File: config.mk
export PLATFORM = sky130hd
export DESIGN_NAME = branch_predictor_btb
export DESIGN_NICKNAME = d
export VERILOG_FILES = /design/src/rtl/branch_predictor_btb.sv
export SDC_FILE = /design/constraint.sdc
export NUM_CORES = 1
export LEC_CHECK = 0
export BUFFER_PORTS_ARGS = -buffer_cell sky130_fd_sc_hd__buf_2
export CORE_MARGIN = 3
export CORE_UTILIZATION = 25
export CTS_CLUSTER_DIAMETER = 40
export DETAILED_ROUTE_END_ITERATION = 10
export SETUP_SLACK_MARGIN = 0.05
export SLEW_MARGIN = 20
export SYNTH_ARGS = -nofsm -noshare
export SYNTH_HDL_FRONTEND = slang
export SYNTH_SLANG_ARGS = --single-unit
File: constraint.sdc
create_clock -name i_clock -period 17.16 [get_ports i_clock]
set_input_delay 1.716 -clock i_clock [delete_from_list [all_inputs] [get_ports i_clock]]
set_output_delay 1.716 -clock i_clock [all_outputs]
set_load 0.01 [all_outputs]
File: src/rtl/branch_predictor_btb.sv
// Branch target buffer with 2-bit saturating direction counters.
// Predicts next PC in IF, takes resolved outcomes from ID, counts stats.
module branch_predictor_btb #(
    parameter int CANT_BITS_ADDR     = 11,
    parameter int CANT_ENTRADAS_BTB  = 16,
    parameter int CANT_BITS_INDEX    = 4,
    parameter int CANT_BITS_CONTADOR = 32
) (
    input  logic                          i_clock,
    input  logic                          i_reset,
    input  logic                          i_enable,
    input  logic                          i_flush_tabla,
    input  logic [CANT_BITS_ADDR-1:0]     i_pc_fetch,
    output logic                          o_prediccion_taken,
    output logic [CANT_BITS_ADDR-1:0]     o_pc_predicho,
    input  logic                          i_update_valid,
    input  logic [CANT_BITS_ADDR-1:0]     i_update_pc,
    input  logic                          i_update_taken,
    input  logic                          i_update_incondicional,
    input  logic [CANT_BITS_ADDR-1:0]     i_update_target,
    input  logic                          i_update_pred_taken,
    input  logic [CANT_BITS_ADDR-1:0]     i_update_pred_target,
    output logic                          o_mispredict,
    output logic [CANT_BITS_ADDR-1:0]     o_pc_correccion,
    output logic [CANT_BITS_CONTADOR-1:0] o_cant_branches,
    output logic [CANT_BITS_CONTADOR-1:0] o_cant_mispredicts
);

    localparam int TAG_W = CANT_BITS_ADDR - CANT_BITS_INDEX;
    localparam logic [CANT_BITS_ADDR-1:0] PC_UNO =
        {{(CANT_BITS_ADDR-1){1'b0}}, 1'b1};
    localparam logic [CANT_BITS_CONTADOR-1:0] CNT_UNO =
        {{(CANT_BITS_CONTADOR-1){1'b0}}, 1'b1};

    logic [CANT_ENTRADAS_BTB-1:0] r_valid;
    logic [TAG_W-1:0]             r_tag    [CANT_ENTRADAS_BTB];
    logic [CANT_BITS_ADDR-1:0]    r_target [CANT_ENTRADAS_BTB];
    logic [1:0]                   r_ctr    [CANT_ENTRADAS_BTB];

    logic [CANT_BITS_CONTADOR-1:0] r_cant_branches;
    logic [CANT_BITS_CONTADOR-1:0] r_cant_mispredicts;

    logic [CANT_BITS_INDEX-1:0] w_idx_fetch;
    logic [CANT_BITS_INDEX-1:0] w_idx_upd;
    logic [TAG_W-1:0]           w_tag_fetch;
    logic [TAG_W-1:0]           w_tag_upd;
    logic                       w_hit_fetch;
    logic                       w_hit_upd;
    logic                       w_upd_en;
    logic [1:0]                 w_ctr_upd;

    assign w_idx_fetch = i_pc_fetch[CANT_BITS_INDEX-1:0];
    assign w_tag_fetch = i_pc_fetch[CANT_BITS_ADDR-1:CANT_BITS_INDEX];
    assign w_idx_upd   = i_update_pc[CANT_BITS_INDEX-1:0];
    assign w_tag_upd   = i_update_pc[CANT_BITS_ADDR-1:CANT_BITS_INDEX];

    assign w_hit_fetch = r_valid[w_idx_fetch]
                      && (r_tag[w_idx_fetch] == w_tag_fetch);
    assign w_hit_upd   = r_valid[w_idx_upd]
                      && (r_tag[w_idx_upd] == w_tag_upd);
    assign w_ctr_upd   = r_ctr[w_idx_upd];

    // Flush wins over a same-cycle update; enable freezes everything.
    assign w_upd_en = i_enable && i_update_valid && !i_flush_tabla;

    // Lookup of the registered table, falling back to sequential PC.
    always_comb begin
        o_prediccion_taken = w_hit_fetch && r_ctr[w_idx_fetch][1];
        o_pc_predicho      = o_prediccion_taken ? r_target[w_idx_fetch]
                                                : i_pc_fetch + PC_UNO;
    end

    // Compare the IF-time prediction against the resolved outcome.
    always_comb begin
        o_mispredict    = 1'b0;
        o_pc_correccion = '0;
        if (i_update_valid) begin
            o_mispredict = (i_update_pred_taken != i_update_taken)
                        || (i_update_taken
                            && (i_update_pred_target != i_update_target));
            o_pc_correccion = i_update_taken ? i_update_target
                                             : i_update_pc + PC_UNO;
        end
    end

    // Table state: reset/flush invalidate, updates train or allocate.
    always_ff @(posedge i_clock or posedge i_reset) begin
        if (i_reset) begin
            r_valid <= '0;
            for (int i = 0; i < CANT_ENTRADAS_BTB; i++) begin
                r_tag[i]    <= '0;
                r_target[i] <= '0;
                r_ctr[i]    <= 2'b01;
            end
        end else if (i_enable && i_flush_tabla) begin
            r_valid <= '0;
            for (int i = 0; i < CANT_ENTRADAS_BTB; i++) begin
                r_ctr[i] <= 2'b01;
            end
        end else if (w_upd_en) begin
            if (w_hit_upd) begin
                if (i_update_incondicional) begin
                    r_ctr[w_idx_upd]    <= 2'b11;
                    r_target[w_idx_upd] <= i_update_target;
                end else if (i_update_taken) begin
                    if (w_ctr_upd != 2'b11) begin
                        r_ctr[w_idx_upd] <= w_ctr_upd + 2'b01;
                    end
                    r_target[w_idx_upd] <= i_update_target;
                end else if (w_ctr_upd != 2'b00) begin
                    r_ctr[w_idx_upd] <= w_ctr_upd - 2'b01;
                end
            end else if (i_update_taken) begin
                r_valid[w_idx_upd]  <= 1'b1;
                r_tag[w_idx_upd]    <= w_tag_upd;
                r_target[w_idx_upd] <= i_update_target;
                r_ctr[w_idx_upd]    <= i_update_incondicional ? 2'b11
                                                              : 2'b10;
            end
        end
    end

    // Saturating statistics for the debug unit.
    always_ff @(posedge i_clock or posedge i_reset) begin
        if (i_reset) begin
            r_cant_branches    <= '0;
            r_cant_mispredicts <= '0;
        end else if (w_upd_en) begin
            if (r_cant_branches != '1) begin
                r_cant_branches <= r_cant_branches + CNT_UNO;
            end
            if (o_mispredict && (r_cant_mispredicts != '1)) begin
                r_cant_mispredicts <= r_cant_mispredicts + CNT_UNO;
            end
        end
    end

    assign o_cant_branches    = r_cant_branches;
    assign o_cant_mispredicts = r_cant_mispredicts;

endmodule

==> impl_summary.txt, run 1 <==
----------------------------------------------------
[Run status]
  Outcome ... finished clean

[Logic synthesis]
  #FFs+latches synth ... 400
  Synth async-reset ratio ... 100%
  Share of the synthesized area in compound gates (AO/OA/AOI/OAI) ... 5.40%
  Cell type with the highest aggregate area in the netlist ... sky130_fd_sc_hd__dfrtp_1
  Warnings, synthesis ... 0
  Area share of fa/ha/maj cells after synthesis ... 0.533%
  Dominant combinational cell family by area after synthesis ... multiplexers
  Netlist Area Pre-Place ... 21100 um^2
  Number of synthesized flops with an enable pin ... 0
  Multiplexer area fraction after synthesis ... 30.3%
  Share of the yosys chip area belonging to registers ... 47.5%
  Unique masters post-synth ... 58
  Number of nets in the synthesized netlist ... 1699
  Synth Flop Type ... sky130_fd_sc_hd__dfrtp_1
  Cell types with the largest area share after synthesis ... sky130_fd_sc_hd__dfrtp_1 (45%), sky130_fd_sc_hd__mux4_2 (13%), sky130_fd_sc_hd__mux2_2 (11%)
  Leading cell type by number of instances after synthesis ... sky130_fd_sc_hd__dfrtp_1
  Average instance area after synthesis ... 12.9 um^2
  Commonest cells in the synthesized netlist ... sky130_fd_sc_hd__dfrtp_1 (384), sky130_fd_sc_hd__mux2_2 (202), sky130_fd_sc_hd__mux4_2 (126), sky130_fd_sc_hd__nand2_1 (115), sky130_fd_sc_hd__mux2_1 (95)
  Fraction of the mapped netlist area in simple logic gates ... 8.80%
  Xor and xnor fraction of the mapped netlist area ... 4.35%
  Area share of the largest cell type after synthesis ... 45.5%
  Syn Inst Count ... 1638

[Timing]
  Peak Freq ... 133 MHz
  Max Transition Viols Final ... 0
  RSZ-0062 raised after global routing ... false
  Headroom to the max-slew limit ... 30.2%
  Final Skew ... 0.0360 ns
  Setup total negative slack ... 0 ns
  Post-route minimum period ... 7.51 ns
  Period Utilization, post-route ... 43.7%
  Number of setup violations in the final report ... 0
  Worst-margin pin slew ... 1.05 ns
  Number of hold-slack violations in the final timing report ... 0

[Floorplanning]
  Die height ... 297 um
  I/O pin count ... 140
  Die X-Extent ... 297 um
  Site Rows ... 105
  Initial Utilization ... 25.5%
  Area of the die ... 88100 um^2
  Area inside the core boundary ... 82900 um^2

[Drt]
  Number of antenna-violating nets in the routed design ... 0
  DRC violations left ... 0
  Top layer used by detailed routing ... met5
  Initial drt markers ... 1196
  Drt pass-1 iters ... 5
  Routed met3 length ... 3700 um
  Average detailed-routed wire length per instance ... 21.7 um
  Vias after detailed routing ... 14632
  Routed length on met1 ... 28200 um
  Average vias per placed instance ... 5.01
  Sum of routed wire length over all layers ... 63300 um
  Detailed route wirelength on metal2 ... 30000 um

[Worst hold path]
  Hold Crit Class ... reg2reg
  Hold path endpoint ... r_target[106]
  Hold path start ... r_target[106]
  Worst hold stages ... 1

[Worst setup path]
  Largest fanout on the critical path ... 52
  Category of the worst setup path launch point ... input pin
  Setup slack of the worst register-to-register path ... 12.51 ns
  Worst reg2reg path startpoint ... r_tag[64]
  Endpoint of the lowest-slack register-to-register path ... r_target[76]
  Most repeated library cell on the critical path ... sky130_fd_sc_hd__mux4_2
  Arr. time, crit path ... 5.79 ns
  Cells along the critical path ... buf_6 > buf_4 > mux4_2 > mux4_2 > xnor2_1 > nand2_1 > or4_1 > mux2_2 > buf_2
  Worst Path Required ... 15.44 ns
  CP max-delay cell ... sky130_fd_sc_hd__or4_1
  Type of destination of the critical path ... output port
  Worst Path Class, Setup ... in2out
  Maximum single-stage delay on the critical path ... 0.87 ns
  R2r worst-path depth ... 10

[CTS]
  Buffer cell driving the clock tree root ... sky130_fd_sc_hd__clkbuf_16
  CTS sink count ... 400
  CTS Hold Bufs ... 0
  Number of buffers inserted to repair setup after CTS ... 0
  CTS-repair resized insts ... 0
  Maximum buffer depth of the clock tree ... 3
  Number of buffers added by the clock tree synthesis step ... 68
  CTS tree ... yes
  Maximum level of the CTS H-tree ... 3
  Clock latency on the worst-skew pair ... 0.61 ns
  Clk slew on worst S/H paths ... 0.05 ns

[Placement]
  Weighted congestion at the end of routability-driven global placement ... 0.836
  Count of buffers from port buffering ... 139
  Half-perimeter wire length after detailed placement ... 40900 um

[Pwr]
  Total power consumption of the routed design ... 2850 uW
  Largest vdd supply drop ... 93.5 uV
  P_leak ... 0.0115 uW
  Power density of the placed cells ... 112 nW/um^2

[Global routing]
  Initial antenna violation count ... 7
  Wire length of the first global-routing pass ... 96400 um
  Maximum number of pins on one net before global-route repair ... 165
  Number of global-route vias before repair ... 15300
  Remaining Overflow, GRT ... 0
  Total global routing track utilization ... 14.1%

[Cells and area]
  Layout cell share with drive strength beyond 1 ... 36.8%
  Final Net Count ... 1800
  Synth-to-layout area growth ... 20.2%

[Flow run]
  Max cap viols ... 0

----------------------------------------------------
## sequential cells by signal (all words and copies together), names as in the netlist
register	count
r_target	176
r_ctr	32
r_valid	16
r_tag	112
o_cant_mispredicts	32
o_cant_branches	32
## final cells by class
class / count / area, um^2
multi-input cells: 1095 / 10500
inverters: 15 / 68.8
fillers: 8238 / 57500
repair buffers: 159 / 871
diodes: 1 / 2.50
clock inverters: 44 / 689
well taps: 1123 / 1410
clock buffers: 81 / 1870
flip-flops and latches: 400 / 10000
## worst max-delay path, delay by kind of cell
| kind | cells | cell delay (ns) |
|---|---|---|
| and+or+nand+nor | 2 | 0.94 |
| xor gates and xnor gates | 1 | 0.14 |
| muxes | 3 | 1.48 |
| buffers and inverters | 3 | 1.41 |
## cells by family (layout without fill, tap and decap cells)
group	count (synthesis)	in the layout
mux	445	445
flops	400	400
simple gates	364	364
compound gates	172	172
buf+inv	143	299
xor+xnor	105	105
fa+ha+maj	9	9
other cells	0	1
## routing by layer
layer	track usage (%)	up-vias
li1	-	6255
met1	19.2	7754
met2	22.7	514
met3	2.78	107
met4	4.20	2
met5	0	-
## cells in the final DEF (no fill, tap or decap), drive strengths merged, types with 23 or more instances in the layout
cell type / Yosys / final
dfrtp: 384 / 384
mux2: 297 / 297
buf: 50 / 159
mux4: 126 / 126
nand2: 115 / 115
nor2: 85 / 85
clkbuf: 78 / 81
xnor2: 60 / 60
nand3: 46 / 46
xor2: 45 / 45
o21ai: 42 / 42
and2: 23 / 23
a211oi: 23 / 23
## report_power, final
part           internal [uW]  switching [uW]  leakage, uW
Sequential              1020            49.8      0.00539
Clock                    965             527      0.00123
Combinational            134             154      0.00489
Total                   2120             731       0.0115
## through the flow
step / cells / area (um^2) / hold slack, ns / setup WS (ns) / util, %
6_report: 2918 / 25400 / 0.478 / 9.65 / 30.6
5_1_grt: 2917 / 25400 / 0.493 / 9.40 / 30.6
4_1_cts: 2917 / 25400 / 0.481 / 9.60 / 30.6
3_5_place_dp: 2792 / 22800 / 0.469 / 9.61 / 27.5
3_3_place_gp: 2792 / 22800 / 0.461 / 9.69 / 27.5
2_1_floorplan: 1638 / 21100 / 0.452 / 4.35 / -
## how the worst max path moves through the flow
stage                             start                 end  slack, ns  depth (start not counted)
final                     i_pc_fetch[0]    o_pc_predicho[1]       9.65                          9
after global routing      i_pc_fetch[0]    o_pc_predicho[1]       9.40                          9
after CTS                 i_pc_fetch[0]    o_pc_predicho[1]       9.60                          9
after global placement    i_pc_fetch[0]    o_pc_predicho[1]       9.69                          9
after detailed placement  i_pc_fetch[0]    o_pc_predicho[1]       9.61                          9
after floorplan                 i_reset  o_cant_branches[0]       4.35                          1
No activity file was read; power rests on OpenSTA's default activity.
==> inputs of run 2 (changes only) <==
--- a/config.mk
+++ b/config.mk
@@ -5,6 +5,7 @@
 export SDC_FILE = /design/constraint.sdc
 export NUM_CORES = 1
 export LEC_CHECK = 0
+export ABC_AREA = 1
 export BUFFER_PORTS_ARGS = -buffer_cell sky130_fd_sc_hd__buf_2
 export CORE_MARGIN = 3
 export CORE_UTILIZATION = 25
==> constraint.sdc (replaced) <==
create_clock -name i_clock -period 6.25 [get_ports i_clock]
set_input_delay 0.625 -clock i_clock [delete_from_list [all_inputs] [get_ports i_clock]]
set_output_delay 0.625 -clock i_clock [all_outputs]
set_load 0.01 [all_outputs]
==> run 2 against run 1 <==
Against the previous run:
- clock power rose to 3.2 times the previous value
- utilization down 0.39 points
- sequential power rose to 3.1 times the previous value
- cell area up 20%
- clock skew decreased by 0.0024 ns
- clock-buffer cell count increased by 17
==> impl_summary.txt, run 2 <==
----------------------------------------------------
[Drt]
  Sum of routed wire length over all layers ... 95200 um (was 63300 um)
  Drt pass-1 iters ... 8 (was 5)
  Vias after detailed routing ... 26000 (was 14632)
  Number of antenna-violating nets in the routed design ... 0 (unchanged)
  Average vias per placed instance ... 5.00 (was 5.01)
  Initial drt markers ... 3052 (was 1196)
  Average detailed-routed wire length per instance ... 18.3 um (was 21.7 um)
  DRC violations left ... 0 (unchanged)

[Logic synthesis]
  #FFs+latches synth ... 400 (unchanged)
  Unique masters post-synth ... 45 (was 58)
  Share of the yosys chip area belonging to registers ... 39.1% (was 47.5%)
  Leading cell type by number of instances after synthesis ... sky130_fd_sc_hd__nand2_1 (was sky130_fd_sc_hd__dfrtp_1)
  Synth Flop Type ... sky130_fd_sc_hd__dfrtp_1 (unchanged)
  Warnings, synthesis ... 0 (unchanged)
  Number of nets in the synthesized netlist ... 3797 (was 1699)
  Average instance area after synthesis ... 6.86 um^2 (was 12.9 um^2)
  Area share of the largest cell type after synthesis ... 37.5% (was 45.5%)
  Number of synthesized flops with an enable pin ... 0 (unchanged)
  Commonest cells in the synthesized netlist ... sky130_fd_sc_hd__nand2_1 (1065), sky130_fd_sc_hd__o21ai_0 (515), sky130_fd_sc_hd__dfrtp_1 (384), sky130_fd_sc_hd__inv_1 (277), sky130_fd_sc_hd__nand3_1 (273) (was sky130_fd_sc_hd__dfrtp_1 (384), sky130_fd_sc_hd__mux2_2 (202), sky130_fd_sc_hd__mux4_2 (126), sky130_fd_sc_hd__nand2_1 (115), sky130_fd_sc_hd__mux2_1 (95))
  Cell type with the highest aggregate area in the netlist ... sky130_fd_sc_hd__dfrtp_1 (unchanged)
  Synth async-reset ratio ... 100% (unchanged)
  Netlist Area Pre-Place ... 25600 um^2 (was 21100 um^2)
  Cell types with the largest area share after synthesis ... sky130_fd_sc_hd__dfrtp_1 (37%), sky130_fd_sc_hd__nand2_1 (16%), sky130_fd_sc_hd__o21ai_0 (10%) (was sky130_fd_sc_hd__dfrtp_1 (45%), sky130_fd_sc_hd__mux4_2 (13%), sky130_fd_sc_hd__mux2_2 (11%))
  Syn Inst Count ... 3736 (was 1638)

[Cells and area]
  Number of cells in the finished layout apart from fillers ... 5198 (was 2918)
  Synth-to-layout area growth ... 19.0% (was 20.2%)
  Top reg by flops ... r_target (unchanged)
  Top Registers ... r_target: 176 flops, r_tag: 112 flops (unchanged)
  Final Net Count ... 3829 (was 1800)
  Layout cell share with drive strength beyond 1 ... 12.7% (was 36.8%)
  Highest-count cells in the layout ignoring fill and taps ... sky130_fd_sc_hd__nand2_1 (1065), sky130_fd_sc_hd__o21ai_0 (515), sky130_fd_sc_hd__dfrtp_1 (384) (was sky130_fd_sc_hd__dfrtp_1 (384), sky130_fd_sc_hd__mux2_2 (202), sky130_fd_sc_hd__buf_2 (137))
  Leading cell type in the layout, fill and taps excluded ... sky130_fd_sc_hd__nand2_1 (was sky130_fd_sc_hd__dfrtp_1)
  Flip-flop count of the largest register after layout ... 176 (unchanged)

[Global routing]
  Maximum number of pins on one net before global-route repair ... 160 (was 165)
  Wire length of the first global-routing pass ... 147000 um (was 96400 um)
  Initial antenna violation count ... 3 (was 7)
  Total global routing track utilization ... 17.5% (was 14.1%)
  Remaining Overflow, GRT ... 0 (unchanged)
  Number of global-route vias before repair ... 24040 (was 15300)

[Timing]
  Max Transition Viols Final ... 0 (unchanged)
  Worst-margin pin slew ... 1.10 ns (was 1.05 ns)
  Period Utilization, post-route ... 81.0%
  Peak Freq ... 198 MHz
  Setup total negative slack ... 0 ns (unchanged)
  Number of setup violations in the final report ... 0 (unchanged)
  Headroom to the max-slew limit ... 26.5% (was 30.2%)
  Number of hold-slack violations in the final timing report ... 0 (unchanged)
  Post-route minimum period ... 5.06 ns
  RSZ-0062 raised after global routing ... false (unchanged)
  Final Skew ... 0.0336 ns (was 0.0360 ns)

[CTS]
  Maximum buffer depth of the clock tree ... 3 (unchanged)
  Clk slew on worst S/H paths ... 0.05 ns (about the same)
  Number of buffers added by the clock tree synthesis step ... 85 (was 68)
  CTS tree ... yes (unchanged)
  CTS sink count ... 400 (unchanged)
  Maximum level of the CTS H-tree ... 3 (unchanged)
  Clock latency on the worst-skew pair ... 0.64 ns (was 0.61 ns)
  Buffer cell driving the clock tree root ... sky130_fd_sc_hd__clkbuf_16 (unchanged)
  Number of buffers inserted to repair setup after CTS ... 0 (unchanged)

[Placement]
  Weighted congestion at the end of routability-driven global placement ... 0.931 (was 0.836)
  Half-perimeter wire length after detailed placement ... 60600 um (was 40900 um)
  Count of buffers from port buffering ... 139 (unchanged)
  Total placed cells including tap cells ... 5037 (was 2792)

[Pwr]
  Largest vdd supply drop ... 206 uV (was 93.5 uV)
  Power density of the placed cells ... 318 nW/um^2 (was 112 nW/um^2)
  P_leak ... 0.0139 uW (was 0.0115 uW)

[Run status]
  Outcome ... finished clean (unchanged)

[Worst setup path]
  Category of the worst setup path launch point ... input pin (unchanged)
  Arr. time, crit path ... 4.43 ns (was 5.79 ns)
  Worst Path Class, Setup ... in2out (unchanged)
  Largest fanout on the critical path ... 48 (was 52)
  Worst Path Required ... 5.62 ns (was 15.44 ns)
  Type of destination of the critical path ... output port (unchanged)

[Floorplanning]
  Area of the die ... 106000 um^2 (was 88100 um^2)
  Area inside the core boundary ... 101000 um^2 (was 82900 um^2)
  Die X-Extent ... 326 um (was 297 um)
  Initial Utilization ... 25.4% (was 25.5%)
  Die height ... 326 um (was 297 um)
  Site Rows ... 116 (was 105)
  I/O pin count ... 140 (unchanged)

[Flow run]
  Max cap viols ... 0 (unchanged)

[Worst hold path]
  Hold Crit Class ... in2reg (was reg2reg)

----------------------------------------------------
run 2: cell types whose count changed in the layout (fill, tap and decap cells not counted), moves of 58 or more:
cell / previous run / this run
sky130_fd_sc_hd__o21ai_1: 1 / 134
sky130_fd_sc_hd__nor2_1: 58 / 247
sky130_fd_sc_hd__o21ai_0: 41 / 515
sky130_fd_sc_hd__nand3_1: 45 / 273
sky130_fd_sc_hd__mux2_2: 202 / 0
sky130_fd_sc_hd__mux2_1: 95 / 0
sky130_fd_sc_hd__inv_1: 12 / 273
sky130_fd_sc_hd__nand2_1: 114 / 1065
sky130_fd_sc_hd__a21oi_1: 20 / 175
sky130_fd_sc_hd__mux4_2: 126 / 0
sky130_fd_sc_hd__o21ai_2: 0 / 58
run 2: layout make-up:
type	count	area, um^2
Tap cell	1357	1700
Fill cell	10846	70400
Antenna cell	1	2.50
Inverter	287	1080
Timing Repair Buffer	206	1280
Clock buffer	98	2270
Sequential cell	400	10000
Multi-Input combinational cell	2788	13400
Clock inverter	61	782
run 2: critical path, stage by stage:
cell	delay [ns]
sky130_fd_sc_hd__buf_4	0.55
sky130_fd_sc_hd__inv_2	0.58
sky130_fd_sc_hd__a21oi_1	0.28
sky130_fd_sc_hd__o21ai_0	0.13
sky130_fd_sc_hd__nand3_1	0.15
sky130_fd_sc_hd__nand3_1	0.10
sky130_fd_sc_hd__nand3_1	0.10
sky130_fd_sc_hd__xor2_1	0.09
sky130_fd_sc_hd__nor3_2	0.32
sky130_fd_sc_hd__nand2_1	0.68
sky130_fd_sc_hd__o21ai_1	0.53
sky130_fd_sc_hd__buf_2	0.21
run 2: logic make-up after synthesis:
group,Yosys count,share of synthesized area (%)
adders and majority gates,9,0.439
AOI/OAI and AO/OA,1008,21.6
and+or+nand+nor,1684,26.8
xor gates and xnor gates,87,2.97
DFF,400,39.1
buffers and inverters,548,9.01
run 2: timing repair:
| item | in CTS | in global routing |
|---|---|---|
| hold endpoints to repair | 2 | 0 |
| hold buffers | 1 | 0 |
| resized for setup | 0 | 0 |
run 2: metal layers:
layer	vias to the layer above	track usage, %	wire [um]
met2	1135	26.1	40800
met4	0	5.20	2490
met1	12283	24.9	42400
met5	-	0	0
li1	12405	-	-
met3	177	4.25	9460
run 2: power by group:
group	total, uW	internal (uW)	switching, uW	leakage [uW]
registers	3300	2980	313	0.00522
logic	1610	556	1050	0.00715
clock network	4790	3130	1660	0.00148
total	9690	6670	3020	0.0139
run 2: through the flow:
step / cell area [um^2] / power (uW) / setup WS, ns / hold slack (ns) / util [%]
after floorplan: 25600 / 4390 / 0.252 / 0.442 / -
after global placement: 27400 / 4860 / 1.35 / 0.450 / 27.2
after detailed placement: 27400 / 4910 / 1.38 / 0.459 / 27.2
after CTS: 30500 / 9740 / 1.36 / 0.363 / 30.2
after global routing: 30500 / 10200 / 1.06 / 0.399 / 30.2
final: 30500 / 9690 / 1.19 / 0.378 / 30.2
run 2: worst paths after layout:
| check | endpoint | cells past startpoint | slack, ns | startpoint |
|---|---|---|---|---|
| max in group asynchronous | r_ctr[13] | 5 | 4.06 | i_reset |
| hold reg to reg | r_ctr[4] | 2 | 0.46 | r_ctr[4] |
| setup / recovery | o_pc_predicho[0] | 12 | 1.19 | i_pc_fetch[1] |
| hold / removal | r_target[155] | 3 | 0.38 | i_update_target[1] |
| min in group asynchronous | o_cant_branches[8] | 3 | 0.44 | i_reset |
| setup reg to reg | r_ctr[12] | 18 | 2.83 | r_tag[6] |
